<file path="config.mk">
export PLATFORM = sky130hd
export DESIGN_NAME = des_trace_sequencer
export DESIGN_NICKNAME = d
export VERILOG_FILES = /design/src/rtl/des_trace_sequencer.sv
export SDC_FILE = /design/constraint.sdc
export NUM_CORES = 1
export LEC_CHECK = 0
export BUFFER_PORTS_ARGS = -buffer_cell sky130_fd_sc_hd__buf_2
export CORE_MARGIN = 1.5
export CORE_UTILIZATION = 40
export CTS_CLUSTER_DIAMETER = 80
export CTS_CLUSTER_SIZE = 40
export DETAILED_ROUTE_END_ITERATION = 16
export PLACE_DENSITY = 0.67
export SYNTH_ARGS = -nofsm -noshare
export SYNTH_HDL_FRONTEND = slang
export SYNTH_SLANG_ARGS = --single-unit
</file>
<file path="constraint.sdc">
create_clock -name clk -period 1.9 [get_ports clk]
set_input_delay 0.38 -clock clk [delete_from_list [all_inputs] [get_ports clk]]
set_output_delay 0.38 -clock clk [all_outputs]
set_load 0.02 [all_outputs]
</file>
<file path="src/rtl/des_trace_sequencer.sv">
// Campaign controller for the DES core: launches LFSR plaintexts, frames each
// encryption with a scope trigger window, detects timeouts and counts runs.
module des_trace_sequencer #(
    parameter int unsigned PRE_CYCLES     = 2,
    parameter int unsigned POST_CYCLES    = 3,
    parameter int unsigned GAP_CYCLES     = 4,
    parameter int unsigned TIMEOUT_CYCLES = 16,
    parameter int unsigned NUM_RUNS       = 0,
    parameter logic [63:0] PT_SEED        = 64'h1
) (
    input  logic        clk,
    input  logic        rst,
    input  logic        enable,
    output logic        des_start,
    output logic [63:0] des_pt,
    input  logic        des_done,
    input  logic [63:0] des_ct,
    output logic        trigger,
    output logic        busy,
    output logic [15:0] run_count,
    output logic [63:0] last_ct,
    output logic        timeout_err
);

    typedef enum logic [2:0] {
        S_IDLE,
        S_PRE,
        S_WAIT,
        S_POST,
        S_GAP,
        S_DONE,
        S_ERR
    } state_t;

    // An all-zero LFSR would lock up, so a zero seed is promoted to 1.
    localparam logic [63:0] SEED = (PT_SEED == 64'h0) ? 64'h1 : PT_SEED;

    state_t      state;
    logic [31:0] cnt;

    function automatic logic [63:0] lfsr_next(input logic [63:0] v);
        return {v[62:0], v[63] ^ v[62] ^ v[60] ^ v[59]};
    endfunction

    always_ff @(posedge clk) begin
        if (!rst) begin
            state       <= S_IDLE;
            cnt         <= '0;
            des_start   <= 1'b0;
            des_pt      <= SEED;
            trigger     <= 1'b0;
            busy        <= 1'b0;
            run_count   <= '0;
            last_ct     <= '0;
            timeout_err <= 1'b0;
        end else begin
            des_start <= 1'b0;
            case (state)
                S_IDLE: begin
                    if (enable) begin
                        state   <= S_PRE;
                        trigger <= 1'b1;
                        busy    <= 1'b1;
                        cnt     <= '0;
                    end
                end
                S_PRE: begin
                    if (cnt == PRE_CYCLES - 1) begin
                        state     <= S_WAIT;
                        des_start <= 1'b1;
                        cnt       <= '0;
                    end else begin
                        cnt <= cnt + 32'd1;
                    end
                end
                S_WAIT: begin
                    // des_done is checked first so it wins over a coincident timeout.
                    if (des_done) begin
                        state   <= S_POST;
                        last_ct <= des_ct;
                        des_pt  <= lfsr_next(des_pt);
                        cnt     <= '0;
                        if (run_count != '1) begin
                            run_count <= run_count + 16'd1;
                        end
                    end else if (cnt == TIMEOUT_CYCLES - 1) begin
                        state       <= S_ERR;
                        trigger     <= 1'b0;
                        busy        <= 1'b0;
                        timeout_err <= 1'b1;
                    end else begin
                        cnt <= cnt + 32'd1;
                    end
                end
                S_POST: begin
                    if (cnt == POST_CYCLES - 1) begin
                        state   <= S_GAP;
                        trigger <= 1'b0;
                        cnt     <= '0;
                    end else begin
                        cnt <= cnt + 32'd1;
                    end
                end
                S_GAP: begin
                    if (cnt == GAP_CYCLES - 1) begin
                        cnt <= '0;
                        if (NUM_RUNS != 0 && 32'(run_count) == NUM_RUNS) begin
                            state <= S_DONE;
                            busy  <= 1'b0;
                        end else if (enable) begin
                            state   <= S_PRE;
                            trigger <= 1'b1;
                        end else begin
                            state <= S_IDLE;
                            busy  <= 1'b0;
                        end
                    end else begin
                        cnt <= cnt + 32'd1;
                    end
                end
                S_DONE: begin
                    if (!enable) begin
                        state     <= S_IDLE;
                        run_count <= '0;
                    end
                end
                S_ERR: begin
                    trigger <= 1'b0;
                    busy    <= 1'b0;
                end
                default: begin
                    state   <= S_IDLE;
                    trigger <= 1'b0;
                    busy    <= 1'b0;
                end
            endcase
        end
    end

endmodule

</file>
# ---- Yosys cells after proc, flatten, opt, wreduce, memory -nomap -nowiden
# Cells that the tools add are included.
dict set report totals {
  register_bits 183
  inputBits 68
  output_inout_bits 148
  elab_cells 85
}
dict set report op_classes {
  add_sub_neg 2
  n_eq_ne 23
  mux 31
  n_bitwise 7
  n_reduce_logical 13
}
# op count
set ops {}
lappend ops {{32-bit 2-to-1 mux} 6}
lappend ops {{32-bit case mux with 5 select lines} 1}
lappend ops {{32-bit by 2-bit == test with 1-bit output (second input constant)} 2}
lappend ops {{16-bit 2-to-1 mux} 3}
lappend ops {{32-bit by 1-bit adder with 32-bit output (second input constant)} 1}
lappend ops {{32-bit by 1-bit == test with 1-bit output (second input constant)} 1}
lappend ops {{32-bit by 4-bit == test with 1-bit output (second input constant)} 1}
lappend ops {{16-bit case mux with 2 select lines} 1}
lappend ops {{3-bit 2-to-1 mux} 7}
lappend ops {{3-bit case mux with 7 select lines} 1}
lappend ops {{2-bit != test (second input constant)} 10}
lappend ops {{16-bit by 1-bit adder with 16-bit output (second input constant)} 1}
lappend ops {{16-bit != test (second input constant)} 1}
lappend ops {{1-bit 2-to-1 mux} 10}
lappend ops {{3-bit == test (second input constant)} 3}
lappend ops {{7-bit AND reduction} 1}
lappend ops {{3-bit by 2-bit == test with 1-bit output (second input constant)} 2}
lappend ops {{3-bit != test (second input constant)} 2}
lappend ops {{3-bit AND reduction} 2}
lappend ops {{6-bit AND reduction} 1}
lappend ops {{1-bit case mux with 5 select lines} 1}
lappend ops {{5-bit AND reduction} 1}
lappend ops {{5-bit nonzero test} 1}
lappend ops {{1-bit NOT} 4}
lappend ops {{9 further kinds} 12}

# ---- Logic depth before layout (Yosys ltp)
dict set report logic_depth {
  ltp_word 4
  mapped_depth 8
  depth_no_buf 7
}

# ---- Worst setup path after synthesis
# Ideal clock, no wire load.
dict set report synth_timing {
  path_kind {register to register}
  from {reg cnt[0]}
  to {reg cnt[7]}
  setup_time_ns 0.064
  arrival_ns 2.021
  required_time_ns 1.836
  setup_slack_ns -0.185
  path_stages_with_launch 9
  n_path_buf 1
  synth_period_minus_slack_ns 2.085
  cell_sequence {dfxtp_1 -> ha_1 -> and3_1 -> nand4_1 -> or4_4 -> nand3_1 -> o21ai_1 -> buf_2 -> nor2_1}
}
dict set report synth_between {
  elab_chain_len 4
  elab_cells_between_ends 13
  classes_between {1 x add/sub; 5 x eq/ne; 6 x mux; 1 x reduce/logical}
}
# item line
set synth_lines {}
lappend synth_lines {{start: declaration} 39} ;# logic [31:0] cnt;
lappend synth_lines {{start signal: assignment} 73} ;# cnt <= cnt + 32'd1;
lappend synth_lines {{start signal: assignment} 92} ;# cnt <= cnt + 32'd1;
lappend synth_lines {{start signal: assignment} 101} ;# cnt <= cnt + 32'd1;
lappend synth_lines {{32-bit by 1-bit adder with 32-bit output} n/a}
lappend synth_lines {{32-bit 2-to-1 mux} 86} ;# end else if (cnt == TIMEOUT_CYCLES - 1) begin
lappend synth_lines {{32-bit 2-to-1 mux} 78} ;# if (des_done) begin
lappend synth_lines {{32-bit case mux with 5 select lines} 58} ;# case (state)
# Parallel ways exist; a longest one is shown, timed or not. The select of a mux whose other input is x is not followed.
# A chain may end at the register's enable or synchronous reset.

# ---- Worst setup path in the final report
dict set report layout_timing {
  from {reg cnt[15]}
  to {reg cnt[25]}
}
# Same word-level chain as after synthesis.

==> flow_summary.yaml <==
final_layout:
  drive_above_1_share_pct: 34.1
  nets: 1301
  fin_area_mm2: 0.0105
  antenna_cells: 0
  fill_cells: 1629
  area_delta_synth_final_pct: 42.1
synthesis:
  async_flop_share_pct: 0
  synth_fa_ha_area_share_pct: 0.679
  yosysSeqAreaShare_pct: 49.7
  muxShareOfSynthArea_pct: 0
  synth_ff_type: "dfxtp_1"
  synth_compound_area_share_pct: 12.8
  synth_simple_gate_area_share_pct: 28.6
  synthesis.area_mm2: 0.00738
  synthesis.instances: 932
  synthDistinctLibCells: 50
  synth_edf_count: 0
  yosys_warnings: 0
  synth_xor_area_share_pct: 4.99
  syn-num-nets: 1004
  syn_area_per_cell_um2: 7.91
  ys_seq_elements: 183
  synth_top_family_by_area: "simple AND/OR/NAND/NOR gates"
worst_setup_path:
  critPathLaunch: "cnt[15]$_SDFFE_PN0P_"
  reg2reg_from: "cnt[15]$_SDFFE_PN0P_"
  critical_path_arrival_ns: 2.54
  crit_required_ns: 2.21
  cp_max_fo: 4
  cp-start-kind: "register"
  reg2reg_slack_ns: -0.32
  path_class: "reg2reg"
  crit_path_end_kind: "register"
clock_tree:
  cts_buffers: 17
  cts_hold_buf: 0
  cts_max_path_buffers: 2
  insertion_delay_ns: 0.43
  htree_num_levels: 4
  tritoncts: "built"
  root_buffer: "clkbuf_16"
  clk_transition_reported_paths_ns: 0.07
  clkSinkCount: 183
power:
  p_leak_uw: 0.00430
  pwr_density_cell_mw_per_mm2: 916
  max-vdd-ir-drop_mv: 0.690
route:
  drtPass1Iterations: 5
  wirelength_mm: 20.7
  avgRoutedWirePerCell_um: 14.1
  via_per_inst: 5.02
  drc_errors: 0
  drt_iter0_markers: 431
  num_vias: 7383
  ant_nets: 0
grt:
  grt_pass1_wl_mm: 33.7
  track_usage_pct: 20.8
  grt_max_degree: 88
  gr-total-overflow: 0
  antenna_found_initial: 0
  grt_pass1_vias: 6940
sta:
  hold_viol_final: 0
  slew_headroom_pct: 71.1
  fin_crit_sh_pct: 117
  period_minus_slack_ns: 2.22
  skew_ns: 0.00967
  fin_setup_tns_ns: -9.51
  worst_slack_ns: -0.325
  drv_slew: 0
  setup_viol: 37
  clock.fmax_mhz: 449
  worst_pin_slew_ns: 0.428
  grt_setup_unrepaired: "yes"
outcome:
  status: "complete, but fails checks"
  violations: "negative setup slack"
placement:
  portBuffers: 215
  hpwl_mm: 13.9
  gp_congestion: 0.822
  placement.cell_area_mm2: 0.00952
flow_run:
  max_cap_viol_count: 0
floorplan:
  fp-row-count: 49
  ioPinCount: 216
  die_w_um: 139
  core-area_mm2: 0.0180
  dieArea_mm2: 0.0193
  start_util_pct: 40.9
  die_h_um: 139
hold_path:
  hold_start: "des_ct[22]"
  min_path_type: "in2reg"
[synthesized netlist by cell type (all sizes together) (3+ instances only)]
| library cell | count | area [um^2] |
|---|---|---|
| o21ai | 13 | 65.1 |
| nor2 | 61 | 229 |
| xor2 | 14 | 123 |
| a22oi | 3 | 22.5 |
| a21oi | 134 | 671 |
| nor4 | 11 | 124 |
| inv | 8 | 30.0 |
| and3 | 6 | 37.5 |
| xnor2 | 28 | 245 |
| dfxtp | 183 | 3660 |
| nand2b | 4 | 25.0 |
| nand3 | 25 | 125 |
| nand2 | 290 | 1090 |
| nor3b | 3 | 22.5 |
| nor3 | 27 | 135 |
| or4 | 3 | 26.3 |
| nand4 | 21 | 146 |
| buf | 5 | 22.5 |
| o211ai | 6 | 50.1 |
| and4 | 6 | 52.6 |
| o311ai | 4 | 42.6 |
| nor4b | 3 | 26.3 |
| clkbuf | 50 | 188 |
| ha | 4 | 50.1 |
[layout make-up]
cell class	count	area, um^2	share of cell area [%]
Tap cell	229	287	2.73
Timing Repair Buffer	333	2140	20.4
Clock buffer	19	433	4.13
Multi-Input combinational cell	686	3760	35.9
Sequential cell	183	3670	35.0
Clock inverter	13	159	1.52
Inverter	8	32.5	0.310
[cell families after synthesis]
family | Yosys count
AOI/OAI and AO/OA | 170
xor gates and xnor gates | 42
adders and majority gates | 4
buffers and inverters | 63
DFF | 183
and+or+nand+nor | 470
[layer usage]
| metal | share of wire [%] | GRT usage (%) | vias to the layer above |
|---|---|---|---|
| met5 | 0 | 0 | - |
| met4 | 1.8 | 6.47 | 0 |
| met3 | 6.3 | 5.63 | 31 |
| met2 | 48 | 34.1 | 218 |
| met1 | 44 | 26.8 | 3403 |
| li1 | - | - | 3731 |
[final timing paths]
path | end | cells past startpoint
worst max-delay path | cnt[25]$_SDFFE_PN0P_ | 10
worst min-delay path | last_ct[22]$_SDFFE_PN0P_ | 3
worst max register to register | cnt[25]$_SDFFE_PN0P_ | 10
worst min register to register | last_ct[25]$_SDFFE_PN0P_ | 2
[state kept, by name (all words and copies together) (netlist names)]
| name | cells |
|---|---|
| busy | 1 |
| cnt | 32 |
| des_pt | 64 |
| des_start | 1 |
| last_ct | 64 |
| run_count | 16 |
| state | 3 |
| timeout_err | 1 |
| trigger | 1 |
[placed cells by master (no fill, tap or decap), drive strengths merged, types with 6 or more instances in the layout]
master  synthesis  layout
clkbuf         50      21
inv             8      15
o21ai          13      13
nor4           11      11
nand3          25      25
xnor2          28      28
nor2           61      61
o211ai          6       6
nor3           27      27
nand4          21      21
and3            6       6
a21oi         134     134
buf             5     331
and4            6       6
nand2         290     290
dfxtp         183     183
xor2           14      14
[worst max-delay path, cell delays in order (launching register included)]
cell     delay [ns]
dfxtp_2        0.34
nor4_4         0.37
buf_4          0.17
nand4_1        0.13
buf_4          0.19
buf_6          0.11
nor4_4         0.11
buf_4          0.18
nor2_4         0.05
and4_1         0.20
a211o_1        0.27
[through the flow]
step / utilization (%) / instances / setup WS (ns) / total power, uW / hold slack, ns
floorplan: - / 932 / -0.0472 / 5030 / 0.492
global placement: 52.8 / 1424 / -0.199 / 5680 / 0.439
detailed placement: 52.8 / 1424 / -0.277 / 5690 / 0.443
CTS: 57.0 / 1465 / -0.236 / 9510 / 0.168
global route: 58.1 / 1471 / -0.402 / 10000 / 0.170
finish: 58.1 / 1471 / -0.325 / 9600 / 0.185
[repair_timing]
item                                    4_1_cts  5_1_grt
buffers inserted                              7        4
endpoints found under the setup margin       42      115
resized for setup                            13       35
cloned                                        2        2
pin swaps                                    14       24
[where the power goes]
part / leakage [uW] / total, uW / switching, uW / internal (uW)
registers: 0.00148 / 4030 / 74.2 / 3950
clock network: 0.000289 / 3570 / 1580 / 1990
logic: 0.00253 / 2010 / 1120 / 890
No activity file was read; power rests on OpenSTA's default activity.
